[src/rtl/aes_pkg.sv]
// Shared types and default round counts for the AES round sequencer.
package aes_pkg;

    typedef enum logic [1:0] {
        KS_128  = 2'b00,
        KS_192  = 2'b01,
        KS_256  = 2'b10,
        KS_RSVD = 2'b11
    } key_size_e;

    localparam int NR_128_DEF = 10;
    localparam int NR_192_DEF = 12;
    localparam int NR_256_DEF = 14;

    typedef enum logic {
        S_IDLE = 1'b0,
        S_RUN  = 1'b1
    } state_e;

endpackage

[src/rtl/aes_round_sequencer_if.sv]
// Control/status bundle between the cipher control FSM (master) and the round sequencer (slave).
// AES_RSEQ_DECRYPT_EN adds the decrypt request and the reversed key index.
interface aes_round_sequencer_if #(
    parameter int RW = 4
);
    logic          start;
    logic [1:0]    key_size;
    logic          advance;
    logic          abort;
`ifdef AES_RSEQ_DECRYPT_EN
    logic          decrypt;
    logic [RW-1:0] key_idx;
`endif
    logic [RW-1:0] round;
    logic [RW-1:0] nr;
    logic          busy;
    logic          is_first;
    logic          is_final;
    logic          done;
    logic          cfg_err;

    modport master (
        output start, key_size, advance, abort,
`ifdef AES_RSEQ_DECRYPT_EN
        output decrypt,
        input  key_idx,
`endif
        input  round, nr, busy, is_first, is_final, done, cfg_err
    );

    modport slave (
        input  start, key_size, advance, abort,
`ifdef AES_RSEQ_DECRYPT_EN
        input  decrypt,
        output key_idx,
`endif
        output round, nr, busy, is_first, is_final, done, cfg_err
    );

endinterface

[src/rtl/aes_round_sequencer.sv]
// Paces AES rounds 0..Nr for 128/192/256-bit keys, one round per accepted advance.
// Optional feature macro: AES_RSEQ_DECRYPT_EN (decrypt input, reversed key_idx output).
//
// state  | meaning
// S_IDLE | waiting for start; advance/abort ignored
// S_RUN  | round in progress; round steps on advance, abort wins over advance
module aes_round_sequencer
    import aes_pkg::*;
#(
    parameter int NR_128 = NR_128_DEF,
    parameter int NR_192 = NR_192_DEF,
    parameter int NR_256 = NR_256_DEF,
    parameter int RW     = 4
) (
    input logic                   clk,
    input logic                   rst_n,
    aes_round_sequencer_if.slave  bus
);

    state_e        state_q, state_d;
    logic [RW-1:0] round_q, round_d;
    logic [RW-1:0] nr_q, nr_d;
    logic          done_q, done_d;
    logic          cfg_err_q, cfg_err_d;
    logic [RW-1:0] nr_sel;
    key_size_e     ks;

    assign ks = key_size_e'(bus.key_size);

    always_comb begin
        nr_sel = RW'(NR_128);
        case (ks)
            KS_192:  nr_sel = RW'(NR_192);
            KS_256:  nr_sel = RW'(NR_256);
            default: nr_sel = RW'(NR_128);
        endcase
    end

`ifdef AES_RSEQ_DECRYPT_EN
    logic decrypt_q, decrypt_d;
`endif

    always_comb begin
        state_d   = state_q;
        round_d   = round_q;
        nr_d      = nr_q;
        done_d    = 1'b0;
        cfg_err_d = 1'b0;
`ifdef AES_RSEQ_DECRYPT_EN
        decrypt_d = decrypt_q;
`endif
        case (state_q)
            S_IDLE: begin
                if (bus.start) begin
                    if (ks == KS_RSVD) begin
                        cfg_err_d = 1'b1;
                    end else begin
                        nr_d    = nr_sel;
                        round_d = '0;
                        state_d = S_RUN;
`ifdef AES_RSEQ_DECRYPT_EN
                        decrypt_d = bus.decrypt;
`endif
                    end
                end
            end
            S_RUN: begin
                if (bus.abort) begin
                    state_d = S_IDLE;
                    round_d = '0;
                end else if (bus.advance) begin
                    if (round_q == nr_q) begin
                        state_d = S_IDLE;
                        round_d = '0;
                        done_d  = 1'b1;
                    end else begin
                        round_d = round_q + RW'(1);
                    end
                end
            end
            default: begin
                state_d = S_IDLE;
                round_d = '0;
            end
        endcase
    end

    always_ff @(posedge clk or negedge rst_n) begin
        if (!rst_n) begin
            state_q   <= S_IDLE;
            round_q   <= '0;
            nr_q      <= RW'(NR_128);
            done_q    <= 1'b0;
            cfg_err_q <= 1'b0;
`ifdef AES_RSEQ_DECRYPT_EN
            decrypt_q <= 1'b0;
`endif
        end else begin
            state_q   <= state_d;
            round_q   <= round_d;
            nr_q      <= nr_d;
            done_q    <= done_d;
            cfg_err_q <= cfg_err_d;
`ifdef AES_RSEQ_DECRYPT_EN
            decrypt_q <= decrypt_d;
`endif
        end
    end

    // Status flags decode only from registered state; no input-to-output paths.
    assign bus.round    = round_q;
    assign bus.nr       = nr_q;
    assign bus.busy     = (state_q == S_RUN);
    assign bus.is_first = (state_q == S_RUN) && (round_q == '0);
    assign bus.is_final = (state_q == S_RUN) && (round_q == nr_q);
    assign bus.done     = done_q;
    assign bus.cfg_err  = cfg_err_q;
`ifdef AES_RSEQ_DECRYPT_EN
    assign bus.key_idx  = decrypt_q ? (nr_q - round_q) : round_q;
`endif

endmodule

[src/flat_wrapper.sv]
// flat-port wrapper written by rule: the top's interface ports become plain ports
module aes_round_sequencer_flat import aes_pkg::*;
#(
    parameter int NR_128 = NR_128_DEF,
    parameter int NR_192 = NR_192_DEF,
    parameter int NR_256 = NR_256_DEF,
    parameter int RW     = 4
)
  (clk, rst_n, bus_start, bus_key_size, bus_advance, bus_abort, bus_round, bus_nr, bus_busy, bus_is_first, bus_is_final, bus_done, bus_cfg_err);
  aes_round_sequencer_if #(.RW(RW)) bus_i ();
  input logic clk;
  input logic rst_n;
  input wire logic [$bits(bus_i.start)-1:0] bus_start;
  input wire logic [$bits(bus_i.key_size)-1:0] bus_key_size;
  input wire logic [$bits(bus_i.advance)-1:0] bus_advance;
  input wire logic [$bits(bus_i.abort)-1:0] bus_abort;
  output wire logic [$bits(bus_i.round)-1:0] bus_round;
  output wire logic [$bits(bus_i.nr)-1:0] bus_nr;
  output wire logic [$bits(bus_i.busy)-1:0] bus_busy;
  output wire logic [$bits(bus_i.is_first)-1:0] bus_is_first;
  output wire logic [$bits(bus_i.is_final)-1:0] bus_is_final;
  output wire logic [$bits(bus_i.done)-1:0] bus_done;
  output wire logic [$bits(bus_i.cfg_err)-1:0] bus_cfg_err;
  assign bus_i.start = bus_start;
  assign bus_i.key_size = bus_key_size;
  assign bus_i.advance = bus_advance;
  assign bus_i.abort = bus_abort;
  assign bus_round = bus_i.round;
  assign bus_nr = bus_i.nr;
  assign bus_busy = bus_i.busy;
  assign bus_is_first = bus_i.is_first;
  assign bus_is_final = bus_i.is_final;
  assign bus_done = bus_i.done;
  assign bus_cfg_err = bus_i.cfg_err;
  aes_round_sequencer #(.NR_128(NR_128), .NR_192(NR_192), .NR_256(NR_256), .RW(RW)) u_core (.clk(clk), .rst_n(rst_n), .bus(bus_i));
endmodule
[config.mk]
export PLATFORM = sky130hd
export DESIGN_NAME = aes_round_sequencer_flat
export DESIGN_NICKNAME = d
export VERILOG_FILES = /design/src/rtl/aes_pkg.sv /design/src/rtl/aes_round_sequencer_if.sv /design/src/rtl/aes_round_sequencer.sv /design/src/flat_wrapper.sv
export SDC_FILE = /design/constraint.sdc
export NUM_CORES = 1
export LEC_CHECK = 0
export ABC_AREA = 0
export CAP_MARGIN = 20
export CORE_AREA = 5 5 42 44
export DETAILED_ROUTE_END_ITERATION = 10
export DIE_AREA = 0 0 47 49
export PLACE_DENSITY = 0.82
export SLEW_MARGIN = 40
export SYNTH_ARGS = -nofsm -noshare
export SYNTH_HDL_FRONTEND = slang
export SYNTH_SLANG_ARGS = --single-unit
[constraint.sdc]
create_clock -name clk -period 3.82 [get_ports clk]
set_input_delay 0.382 -clock clk [delete_from_list [all_inputs] [get_ports clk]]
set_output_delay 0.382 -clock clk [all_outputs]
set_load 0.005 [all_outputs]
# Word level (Yosys, flattened, before mapping)
# Index checks and enable logic that the tools add are counted.
[totals]
register_bits = 11
in_bits = 7
[op_classes]
addsub = 1
n_eq_ne = 7
mux = 20
n_bitwise = 2
reduce_logical = 5
[op_table]
columns = ["cell", "count"]
rows = [
  ["4-bit two-way mux", 5],
  ["1-bit two-way mux", 12],
  ["4-bit one-hot mux with 2 select lines", 1],
  ["3-bit one-hot mux with 2 select lines", 1],
  ["3-bit AND reduction", 2],
  ["4-bit by 1-bit adder with 4-bit output, second input constant", 1],
  ["2-bit equality test, second input constant", 2],
  ["4-bit equality test", 1],
  ["4-bit logical NOT", 1],
  ["2-bit inequality test, second input constant", 2],
  ["3-bit inequality test, second input constant", 1],
  ["2-bit by 1-bit equality test with 1-bit output, second input constant", 1],
  ["1-bit logical AND", 2],
  ["1-bit inverter", 2],
  ["1-bit one-hot mux with 2 select lines", 1],
]

# Depth between registers and ports, before layout
# Gate-level depths: netlist of the first run.
[depth]
depth_word = 5
mapped_depth = 5

# Worst setup path after synthesis of the first run
# No wires, ideal clock.
[synth_timing]
path_type = "input to register"
startpoint = "input bus_key_size[0]"
endpoint = "register u_core.round_q[2] (netlist: u_core.bus.round[2])"
setup_ns = 0.126
arrival_ns = 1.441
setup_slack_ns = 2.253
path_stages = 4
n_path_buf = 0
cell_sequence = "ha_1 > or3b_4 > and2_4 > a221o_1"
[synth_via]
elab_chain_cells = 3
[synth_lines]
columns = ["item", "line_no", "text"]
rows = [
  ["from (decl)", "flat_wrapper.sv:14", "input wire logic [$bits(bus_i.key_size)-1:0] bus_key_size;"],
  ["2-bit equality test", "aes_round_sequencer.sv:55", "if (ks == KS_RSVD) begin"],
  ["2-bit inequality test (no source line)", "n/a", ""],
  ["3-bit AND reduction (no source line)", "n/a", ""],
  ["to (signal assigned)", "aes_round_sequencer.sv:100", "round_q <= round_d;"],
  ["to (decl)", "aes_round_sequencer.sv:21", "logic [RW-1:0] round_q, round_d;"],
]
# Every way passes these cells.
# A chain may end at the register's enable or synchronous reset.

# Final worst setup path of the first run
[layout_timing]
startpoint = "register u_core.round_q[1] (netlist: u_core.bus.round[1])"
endpoint = "output bus_is_final"
[layout_via]
elab_chain_cells = 2
[layout_lines]
columns = ["item", "line_no", "text"]
rows = [
  ["4-bit equality test", "aes_round_sequencer.sv:115", "assign bus.is_final = (state_q == S_RUN) && (round_q == nr_q);"],
  ["1-bit logical AND", "aes_round_sequencer.sv:115", ""],
  ["to (decl)", "flat_wrapper.sv:21", "output wire logic [$bits(bus_i.is_final)-1:0] bus_is_final;"],
]
# Every way passes these cells.

==> qor.csv, run 1 <==
stage,metric,value,unit
run_status,status,finished clean,
place,dpl_cell_area,691,sq um
critical_path,slowest_delay,0.49,ns
global_route,grt-ovfl-total,0,
cts,cts_tree,done,
pwr,pwr_density_cell,366,mW/mm^2
cts,postCtsSetupBuffers,0,
detailed_routing,totalWireLength,1.02,mm
floorplanning,ios,20,
sta,final_max_slew_viol_count,0,
cts,cts_num_sinks,9,
yosys,yosysWarningCount,0,
global_route,track_usage,10.5,%
critical_path,r2r_slack,2.25,ns
yosys,synth-edff-count,0,
global_route,grt_antenna_before_repair,0,
critical_path,path_buf_inv,1,
yosys,yosysUniqueCellTypes,22,
critical_path,critPathRequiredTime,3.44,ns
global_route,grt_first_pass_wirelength,1.74,mm
cts,htree_levels,1,
pwr,finalPower,0.000262,W
worst_hold_path,holdCritPathClass,in -> async,
cts,hold_buffers,0,
detailed_routing,drt_first_pass_iters,4,
critical_path,slowest_stage,clkdlybuf4s50_1,
final_layout,layout-area-overhead-vs-synth,39.1,%
critical_path,crit_family,buffers and inverters,
cts,clockBufferDepth,2,
yosys,netlist_instances,51,
yosys,synth-seq-area-share,43.9,%
job,max_cap_viol_count,0,
cts,clkSlewWorstSetupHoldPaths,0.06,ns
floorplanning,initial_core_util,36.8,%
yosys,syn_avg_cell_area,10.1,sq um
place,hpwl,813,microns
final_layout,nets,82,
critical_path,worst_setup_path_end_kind,output port,
detailed_routing,antenna_left,0,
sta,hold_viol_final,0,
floorplanning,rows,14,
global_route,grt_max_degree,10,
yosys,synth-main-ff-cell,dfrtp_1,
sta,setup_viol,0,
pwr,leakagePower,0.329,nW
yosys,synth_nets,62,
sta,fmax,0.465,GHz
cts,cts-root-buf,clkbuf_4,
floorplanning,fp.coreArea,0.00140,sq mm
detailed_routing,drt-initial-drc-count,7,
global_route,grt_pass1_vias,408,
yosys,synth-seq-cells,9,
floorplanning,die_y,49,microns
critical_path,reg2regPathDepth,4,
floorplanning,dieArea,0.00230,sq mm
critical_path,startpoint_type,flop,
pwr,peakVddDrop,0.000184,V
detailed_routing,drc,0,
yosys,synth_async_sr_flop_share,100,%
critical_path,timing.rr.start,u_core.bus.round[1]$_DFFE_PN0P_,
cts,clk_latency,0.26,ns
critical_path,path_cells,"xor2_1, nor3_1, and2_1, clkdlybuf4s50_1",
sta,fin_skew,0.00205,ns
critical_path,r2r-end,u_core.bus.round[2]$_DFFE_PN0P_,
floorplanning,die_w,47,microns
yosys,synth.top_cells.by_count,"dfrtp_1 (8), nand2_1 (6), o21ai_1 (5)",
critical_path,cp_max_fo,6,
sta,fin_crit,2.15,ns
yosys,syn-cell-area,515,sq um
critical_path,crit_arrival,1.77,ns
place,port_buffers,17,
sta,tns,0,ns
final_layout,fin_area,717,sq um
detailed_routing,vias,413,
critical_path,critPathKind,reg -> out,
yosys,synthTopCellsByArea,"dfrtp_1 (39%), ha_1 (9.7%), dfstp_2 (5.1%)",
sta,rsz0062_at_grt,false,
place,globalplace.congestion,0.743,
detailed_routing,wl_per_cell,11.9,microns
cts,cts.repair.resized,0,
yosys,yosys.area.top_type,dfrtp_1,
yosys,synthDominantCellAreaShare,38.8,%
sta,post-route-period-util,56.3,%
final_layout,antennaDiodeCount,0,
final_layout,drive_above_1_share,11.4,%
detailed_routing,vias_per_cell,4.80,
yosys,yosysMostFrequentCell,dfrtp_1,
cts,cts_buffers,3,
-- how the worst max path moves through the flow --
stage	cells after the start	startpoint	slack, ns	endpoint
floorplan	4	bus_key_size[0]	2.25	u_core.bus.round[2]$_DFFE_PN0P_
global placement	5	bus_key_size[0]	1.78	u_core.bus.round[2]$_DFFE_PN0P_
detailed placement	6	bus_key_size[0]	1.72	u_core.bus.round[2]$_DFFE_PN0P_
CTS	4	u_core.bus.round[1]$_DFFE_PN0P_	1.65	bus_is_final
global route	4	u_core.bus.round[1]$_DFFE_PN0P_	1.54	bus_is_final
finish	4	u_core.bus.round[1]$_DFFE_PN0P_	1.67	bus_is_final
-- per-stage QoR --
stage	util (%)	setup slack (ns)	cells	hold slack, ns
after floorplan	-	2.25	51	0.0864
after global placement	49.3	1.78	82	0.477
after detailed placement	49.3	1.72	82	0.485
after CTS	51.2	1.65	86	0.424
after global routing	51.2	1.54	86	0.446
final	51.2	1.67	86	0.412
-- registers in the layout, indices dropped and copies added, names as in the netlist --
signal / count
u_core.bus.round: 4
u_core.bus.nr: 2
u_core.bus.busy: 1
u_core.bus.done: 1
u_core.bus.cfg_err: 1
-- area by class of cell --
cell class	instances	area, sq um
Clock buffer	4	26.3
Fill cell	144	684
Inverter	4	15.0
Multi-Input combinational cell	36	259
Sequential cell	9	226
Tap cell	16	20.0
Timing Repair Buffer	17	170
-- worst reg2reg max path, cell delays in order, from the launching register on --
cell and delay [ns]:
dfrtp_1 0.44, xor2_1 0.21, o311a_1 0.41, nor4bb_1 0.14, a221o_1 0.26
-- power breakdown --
part           internal [W]  switching [W]
Combinational     0.0000423      0.0000271
Sequential         0.000107      0.0000131
Clock             0.0000402      0.0000327
-- layout by cell type (no fill, tap or decap), types with 2 or more instances in the layout --
| cell | n |
|---|---|
| clkdlybuf4s50_1 | 17 |
| xor2_1 | 3 |
| ha_1 | 4 |
| and2_1 | 2 |
| clkbuf_4 | 3 |
| nor4bb_1 | 2 |
| o21ai_1 | 5 |
| nand2_1 | 6 |
| dfrtp_1 | 8 |
| inv_1 | 4 |
| conb_1 | 2 |
| nor2b_1 | 2 |
-- logic make-up (layout without fill, tap and decap cells) --
family	Yosys count	after routing	synth area share (%)
DFF	9	9	43.9
AOI/OAI and AO/OA	9	9	11.9
buffers and inverters	6	25	5.82
and+or+nand+nor	18	18	22.1
adders and majority gates	4	4	9.71
other	2	2	1.46
xor gates and xnor gates	3	3	5.10
-- per-layer routing --
metal	track usage [%]	wire [microns]	up-vias
li1	-	-	210
met1	12.8	413	186
met2	14.0	477	15
met3	4.06	118	2
met4	8.29	10	0
met5	0	0	-
Note: power is estimated with default switching activity, not from simulation.
==> run 2: changes to the inputs <==
==> constraint.sdc (replaced) <==
create_clock -name clk -period 2.1 [get_ports clk]
set_input_delay 0.21 -clock clk [delete_from_list [all_inputs] [get_ports clk]]
set_output_delay 0.21 -clock clk [all_outputs]
set_load 0.005 [all_outputs]
==> run 2 against run 1 <==
Global-route usage unchanged; design area is 0.70% higher; sequential power is 82% higher; routed wire length shrank 0.98%; critical path type unchanged; critical endpoint unchanged; largest power group unchanged; first-iteration DRC count up 29%; largest cell class unchanged; combinational power rose by 83%.
==> qor.csv, run 2 (synthesized netlist as in run 1, its figures left out) <==
stage,metric,value,unit,change
cts,cts_num_sinks,9,,unchanged
final_layout,final_common_cell,clkdlybuf4s50_1,,unchanged
cts,hold_buffers,0,,unchanged
critical_path,worst_setup_path_end_kind,output port,,unchanged
detailed_routing,drc,0,,unchanged
critical_path,startpoint_type,flop,,unchanged
job,max_cap_viol_count,0,,unchanged
cts,clkSlewWorstSetupHoldPaths,0.06,ns,about the same
critical_path,critPathKind,reg -> out,,unchanged
cts,cts_tree,done,,unchanged
cts,clockBufferDepth,2,,unchanged
global_route,grt_pass1_vias,408,,unchanged
critical_path,cp_max_fo,6,,unchanged
detailed_routing,drt-initial-drc-count,9,,was 7
place,hpwl,813,microns,unchanged
detailed_routing,vias,414,,was 413
global_route,grt_antenna_before_repair,0,,unchanged
place,globalplace.congestion,0.742,,was 0.743
global_route,track_usage,10.5,%,unchanged
detailed_routing,antenna_left,0,,unchanged
floorplanning,die_w,47,microns,unchanged
worst_hold_path,holdCritPathClass,in -> async,,unchanged
final_layout,largest_register_ffs,4,,unchanged
sta,fin_skew,0.00204,ns,was 0.00205 ns
pwr,peakVddDrop,0.000337,V,was 0.000184 V
critical_path,path_cells,"xor2_1, nor3_2, and2_1, clkdlybuf4s50_1",,"was xor2_1, nor3_1, and2_1, clkdlybuf4s50_1"
floorplanning,ios,20,,unchanged
pwr,pwr_density_cell,663,mW/mm^2,was 366 mW/mm^2
critical_path,slowest_stage,clkdlybuf4s50_1,,unchanged
cts,clk_latency,0.26,ns,about the same
sta,final_max_slew_viol_count,0,,unchanged
sta,fmax,0.517,GHz,
global_route,grt-ovfl-total,0,,unchanged
final_layout,drive_above_1_share,12.9,%,was 11.4%
detailed_routing,vias_per_cell,4.81,,was 4.80
global_route,grt_max_degree,10,,unchanged
critical_path,crit_arrival,1.72,ns,was 1.77 ns
sta,rsz0062_at_grt,false,,unchanged
detailed_routing,drt_first_pass_iters,4,,unchanged
global_route,grt_first_pass_wirelength,1.74,mm,unchanged
critical_path,slowest_delay,0.49,ns,about the same
pwr,leakagePower,0.330,nW,was 0.329 nW
cts,cts-root-buf,clkbuf_4,,unchanged
critical_path,critPathRequiredTime,1.89,ns,was 3.44 ns
critical_path,crit_family,buffers and inverters,,unchanged
place,pre_cts_slack,0.169,ns,was 1.72 ns
run_status,status,finished clean,,unchanged
cts,cts.repair.resized,0,,unchanged
cts,postCtsSetupBuffers,0,,unchanged
floorplanning,initial_core_util,36.8,%,unchanged
critical_path,path_buf_inv,1,,unchanged
floorplanning,rows,14,,unchanged
final_layout,layout-area-overhead-vs-synth,40.0,%,was 39.1%
floorplanning,die_y,49,microns,unchanged
final_layout,regArea,226,sq um,unchanged
floorplanning,fp.coreArea,0.00140,sq mm,unchanged
detailed_routing,wl_per_cell,11.7,microns,was 11.9 microns
sta,hold_viol_final,0,,unchanged
place,port_buffers,17,,unchanged
cts,cts_buffers,3,,unchanged
sta,tns,0,ns,unchanged
sta,post-route-period-util,92.1,%,
sta,setup_slack,0.166,ns,was 1.67 ns
cts,htree_levels,1,,unchanged
final_layout,multi_input_area,264,sq um,was 259 sq um
final_layout,antennaDiodeCount,0,,unchanged
final_layout,nets,82,,unchanged
final_layout,layout_common_cells,"clkdlybuf4s50_1 (17), dfrtp_1 (8), nand2_1 (6), o21ai_1 (5)",,unchanged
floorplanning,dieArea,0.00230,sq mm,unchanged
detailed_routing,totalWireLength,1.01,mm,was 1.02 mm
sta,fin_crit,1.93,ns,
final_layout,fillCellCount,143,,was 144
sta,setup_viol,0,,unchanged
-- run 2: cell types whose count changed in the layout (fill, tap and decap cells not counted) --
cell | previous run | this run
nor3_2 | 0 | 1
nor3_1 | 1 | 0
-- run 2: final cells by class --
class	instances	share of cell area [%]
repair buffers	17	23.6
well taps	16	2.77
clock buffers	4	3.64
flip-flops and latches	9	31.4
multi-input cells	36	36.6
inverters	4	2.08
-- run 2: power breakdown --
group	internal [W]	total [W]	switching, W
registers	0.000195	0.000218	0.0000235
logic	0.0000770	0.000127	0.0000505
clock network	0.0000732	0.000133	0.0000596
-- run 2: worst paths after layout --
kind                                                  from                         endpoint  slack, ns  cells after the start
setup / recovery           u_core.bus.round[1]$_DFFE_PN0P_                     bus_is_final       0.17                      4
hold / removal                                       rst_n  u_core.bus.round[2]$_DFFE_PN0P_       0.24                      1
setup reg to reg           u_core.bus.round[1]$_DFFE_PN0P_  u_core.bus.round[2]$_DFFE_PN0P_       0.53                      4
hold reg to reg               u_core.bus.nr[1]$_DFFE_PN1P_     u_core.bus.nr[1]$_DFFE_PN1P_       0.49                      2
max in group asynchronous                            rst_n     u_core.bus.nr[1]$_DFFE_PN1P_       1.54                      1
min in group clk              u_core.bus.nr[1]$_DFFE_PN1P_     u_core.bus.nr[1]$_DFFE_PN1P_       0.49                      2
-- run 2: per-stage QoR --
| step | util [%] | hold slack (ns) | power (W) | std cells | cell area (sq um) |
|---|---|---|---|---|---|
| 5_1_grt | 51.5 | 0.274 | 0.000514 | 86 | 722 |
| 6_report | 51.5 | 0.240 | 0.000478 | 86 | 722 |
| 3_5_place_dp | 49.3 | 0.485 | 0.000349 | 82 | 691 |
| 3_3_place_gp | 49.3 | 0.477 | 0.000345 | 82 | 691 |
| 2_1_floorplan | - | -0.0856 | 0.000276 | 51 | 515 |
| 4_1_cts | 51.2 | 0.252 | 0.000486 | 86 | 717 |
-- run 2: layer usage --
metal / vias to the layer above / GRT usage [%] / wire [microns]
li1: 210 / - / -
met2: 15 / 14.0 / 465
met3: 2 / 4.06 / 118
met1: 187 / 12.8 / 415
met4: 0 / 8.29 / 10
met5: - / 0 / 0
==> run 3: changes to the inputs <==
--- a/config.mk
+++ b/config.mk
@@ -10,6 +10,7 @@
 export CORE_AREA = 5 5 42 44
 export DETAILED_ROUTE_END_ITERATION = 10
 export DIE_AREA = 0 0 47 49
+export GPL_TIMING_DRIVEN = 0
 export PLACE_DENSITY = 0.82
 export SLEW_MARGIN = 40
 export SYNTH_ARGS = -nofsm -noshare
==> run 3 against run 2 <==
Global-route usage grew 0.37 points; register-to-register slack lost 0.04 ns; combinational power is essentially flat; count of clock-buffer cells in the layout is the same; hold slack gained 0.0066 ns; die area is the same; total power grew 0.50%; highest routed layer unchanged; via count grew 1.4%.
==> qor.csv, run 3 (synthesized netlist as in run 1, its figures left out) <==
stage,metric,value,unit,change
global_route,track_usage,10.9,%,was 10.5%
floorplanning,die_w,47,microns,unchanged
final_layout,layout_common_cells,"clkdlybuf4s50_1 (17), dfrtp_1 (8), nand2_1 (6), o21ai_1 (5)",,unchanged
final_layout,drive_above_1_share,13.9,%,was 12.9%
sta,tns,0,ns,unchanged
cts,hold_buffers,0,,unchanged
pwr,leakagePower,0.339,nW,was 0.330 nW
critical_path,slowest_delay,0.49,ns,about the same
critical_path,cp_max_fo,6,,unchanged
sta,final_max_slew_viol_count,0,,unchanged
detailed_routing,vias_per_cell,4.77,,was 4.81
sta,fin_skew,0.000992,ns,was 0.00204 ns
final_layout,multi_input_area,259,sq um,was 264 sq um
floorplanning,die_y,49,microns,unchanged
floorplanning,ios,20,,unchanged
final_layout,regArea,226,sq um,unchanged
detailed_routing,wl_per_cell,12.4,microns,was 11.7 microns
sta,setup_viol,0,,unchanged
pwr,finalPower,0.000481,W,was 0.000478 W
sta,fmax,0.498,GHz,was 0.517 GHz
sta,hold_viol_final,0,,unchanged
global_route,grt_first_pass_wirelength,1.71,mm,was 1.74 mm
global_route,grt_antenna_before_repair,0,,unchanged
final_layout,nets,84,,was 82
critical_path,worst_setup_path_end_kind,output port,,unchanged
critical_path,crit_family,buffers and inverters,,unchanged
cts,cts.repair.resized,0,,unchanged
critical_path,path_cells,"xor2_1, nor3_1, and2_1, clkdlybuf4s50_1",,"was xor2_1, nor3_2, and2_1, clkdlybuf4s50_1"
floorplanning,rows,14,,unchanged
detailed_routing,drt-initial-drc-count,8,,was 9
sta,rsz0062_at_grt,false,,unchanged
critical_path,r2r-end,u_core.bus.round[2]$_DFFE_PN0P_,,unchanged
critical_path,startpoint_type,flop,,unchanged
detailed_routing,totalWireLength,1.10,mm,was 1.01 mm
global_route,grt_max_degree,10,,unchanged
floorplanning,dieArea,0.00230,sq mm,unchanged
global_route,grt_pass1_vias,425,,was 408
sta,setup_slack,0.0926,ns,was 0.166 ns
place,globalplace.congestion,0.702,,was 0.742
final_layout,largest_register_ffs,4,,unchanged
sta,post-route-period-util,95.6,%,was 92.1%
cts,clk_latency,0.26,ns,about the same
final_layout,antennaDiodeCount,0,,unchanged
critical_path,path_buf_inv,1,,unchanged
floorplanning,initial_core_util,36.8,%,unchanged
cts,clkSlewWorstSetupHoldPaths,0.06,ns,about the same
cts,cts_buffers,3,,unchanged
place,hpwl,860,microns,was 813 microns
pwr,peakVddDrop,0.000313,V,was 0.000337 V
sta,fin_crit,2.01,ns,was 1.93 ns
cts,postCtsSetupBuffers,0,,unchanged
cts,htree_levels,1,,unchanged
critical_path,critPathKind,reg -> out,,unchanged
detailed_routing,drc,0,,unchanged
detailed_routing,antenna_left,0,,unchanged
critical_path,reg2regPathDepth,4,,unchanged
critical_path,critPathRequiredTime,1.89,ns,about the same
cts,cts-root-buf,clkbuf_4,,unchanged
detailed_routing,vias,420,,was 414
global_route,grt-ovfl-total,0,,unchanged
critical_path,crit_arrival,1.80,ns,was 1.72 ns
cts,clockBufferDepth,2,,unchanged
critical_path,r2r_slack,0.49,ns,was 0.53 ns
pwr,pwr_density_cell,657,mW/mm^2,was 663 mW/mm^2
job,max_cap_viol_count,0,,unchanged
place,post-place-cells,84,,was 82
critical_path,timing.rr.start,u_core.bus.busy$_DFF_PN0_,,was u_core.bus.round[1]$_DFFE_PN0P_
place,port_buffers,17,,unchanged
final_layout,stdcell_count,88,,was 86
cts,cts_num_sinks,9,,unchanged
cts,cts_tree,done,,unchanged
floorplanning,fp.coreArea,0.00140,sq mm,unchanged
place,pre_cts_slack,0.125,ns,was 0.169 ns
final_layout,layout-area-overhead-vs-synth,42.0,%,was 40.0%
final_layout,fillCellCount,147,,was 143
final_layout,final_common_cell,clkdlybuf4s50_1,,unchanged
worst_hold_path,holdCritPathClass,in -> async,,unchanged
run_status,status,finished clean,,unchanged
detailed_routing,drt_first_pass_iters,4,,unchanged
critical_path,slowest_stage,clkdlybuf4s50_1,,unchanged
[run 3: cell types whose count changed in the layout (fill, tap and decap cells not counted), sizes merged]
cell	before	now
buf	0	2
[run 3: per-stage QoR]
stage	area (sq um)	utilization [%]	hold WS, ns
2_1_floorplan	515	-	-0.0856
3_3_place_gp	706	50.4	0.471
3_5_place_dp	706	50.4	0.492
4_1_cts	732	52.2	0.255
5_1_grt	732	52.2	0.284
6_report	732	52.2	0.247
[run 3: power by group]
group	internal, W	leakage [nW]	switching, W	total [W]
registers	0.000195	0.118	0.0000237	0.000218
logic	0.0000788	0.206	0.0000479	0.000127
clock network	0.0000734	0.0150	0.0000623	0.000136
total	0.000347	0.339	0.000134	0.000481
[run 3: final cells by class]
class	instances	share of cell area, %
timing repair buffer	17	23.2
sequential	9	30.9
tap	16	2.74
inverter	4	2.05
clock buffer	4	3.59
multi-input combinational	36	35.4
buffer	2	2.05
[run 3: worst max path at each step]
stage                                           end                             from  slack (ns)  cells past startpoint
detailed placement  u_core.bus.round[2]$_DFFE_PN0P_                  bus_key_size[0]        0.13                      6
floorplan           u_core.bus.round[2]$_DFFE_PN0P_     u_core.bus.nr[1]$_DFFE_PN1P_        0.61                      4
finish                                 bus_is_final  u_core.bus.round[1]$_DFFE_PN0P_        0.09                      4
global placement    u_core.bus.round[2]$_DFFE_PN0P_                  bus_key_size[0]        0.19                      6
global route                           bus_is_final  u_core.bus.round[1]$_DFFE_PN0P_       0.006                      4
CTS                                    bus_is_final  u_core.bus.round[1]$_DFFE_PN0P_        0.09                      4
[run 3: routing by layer]
| metal | vias up | track usage (%) | wire (microns) | share of wire, % |
|---|---|---|---|---|
| met5 | - | 0 | 0 | 0 |
| met2 | 15 | 14.5 | 486 | 44 |
| li1 | 212 | - | - | - |
| met1 | 189 | 12.4 | 469 | 43 |
| met4 | 0 | 10.6 | 44 | 4.0 |
| met3 | 4 | 4.06 | 94 | 8.6 |
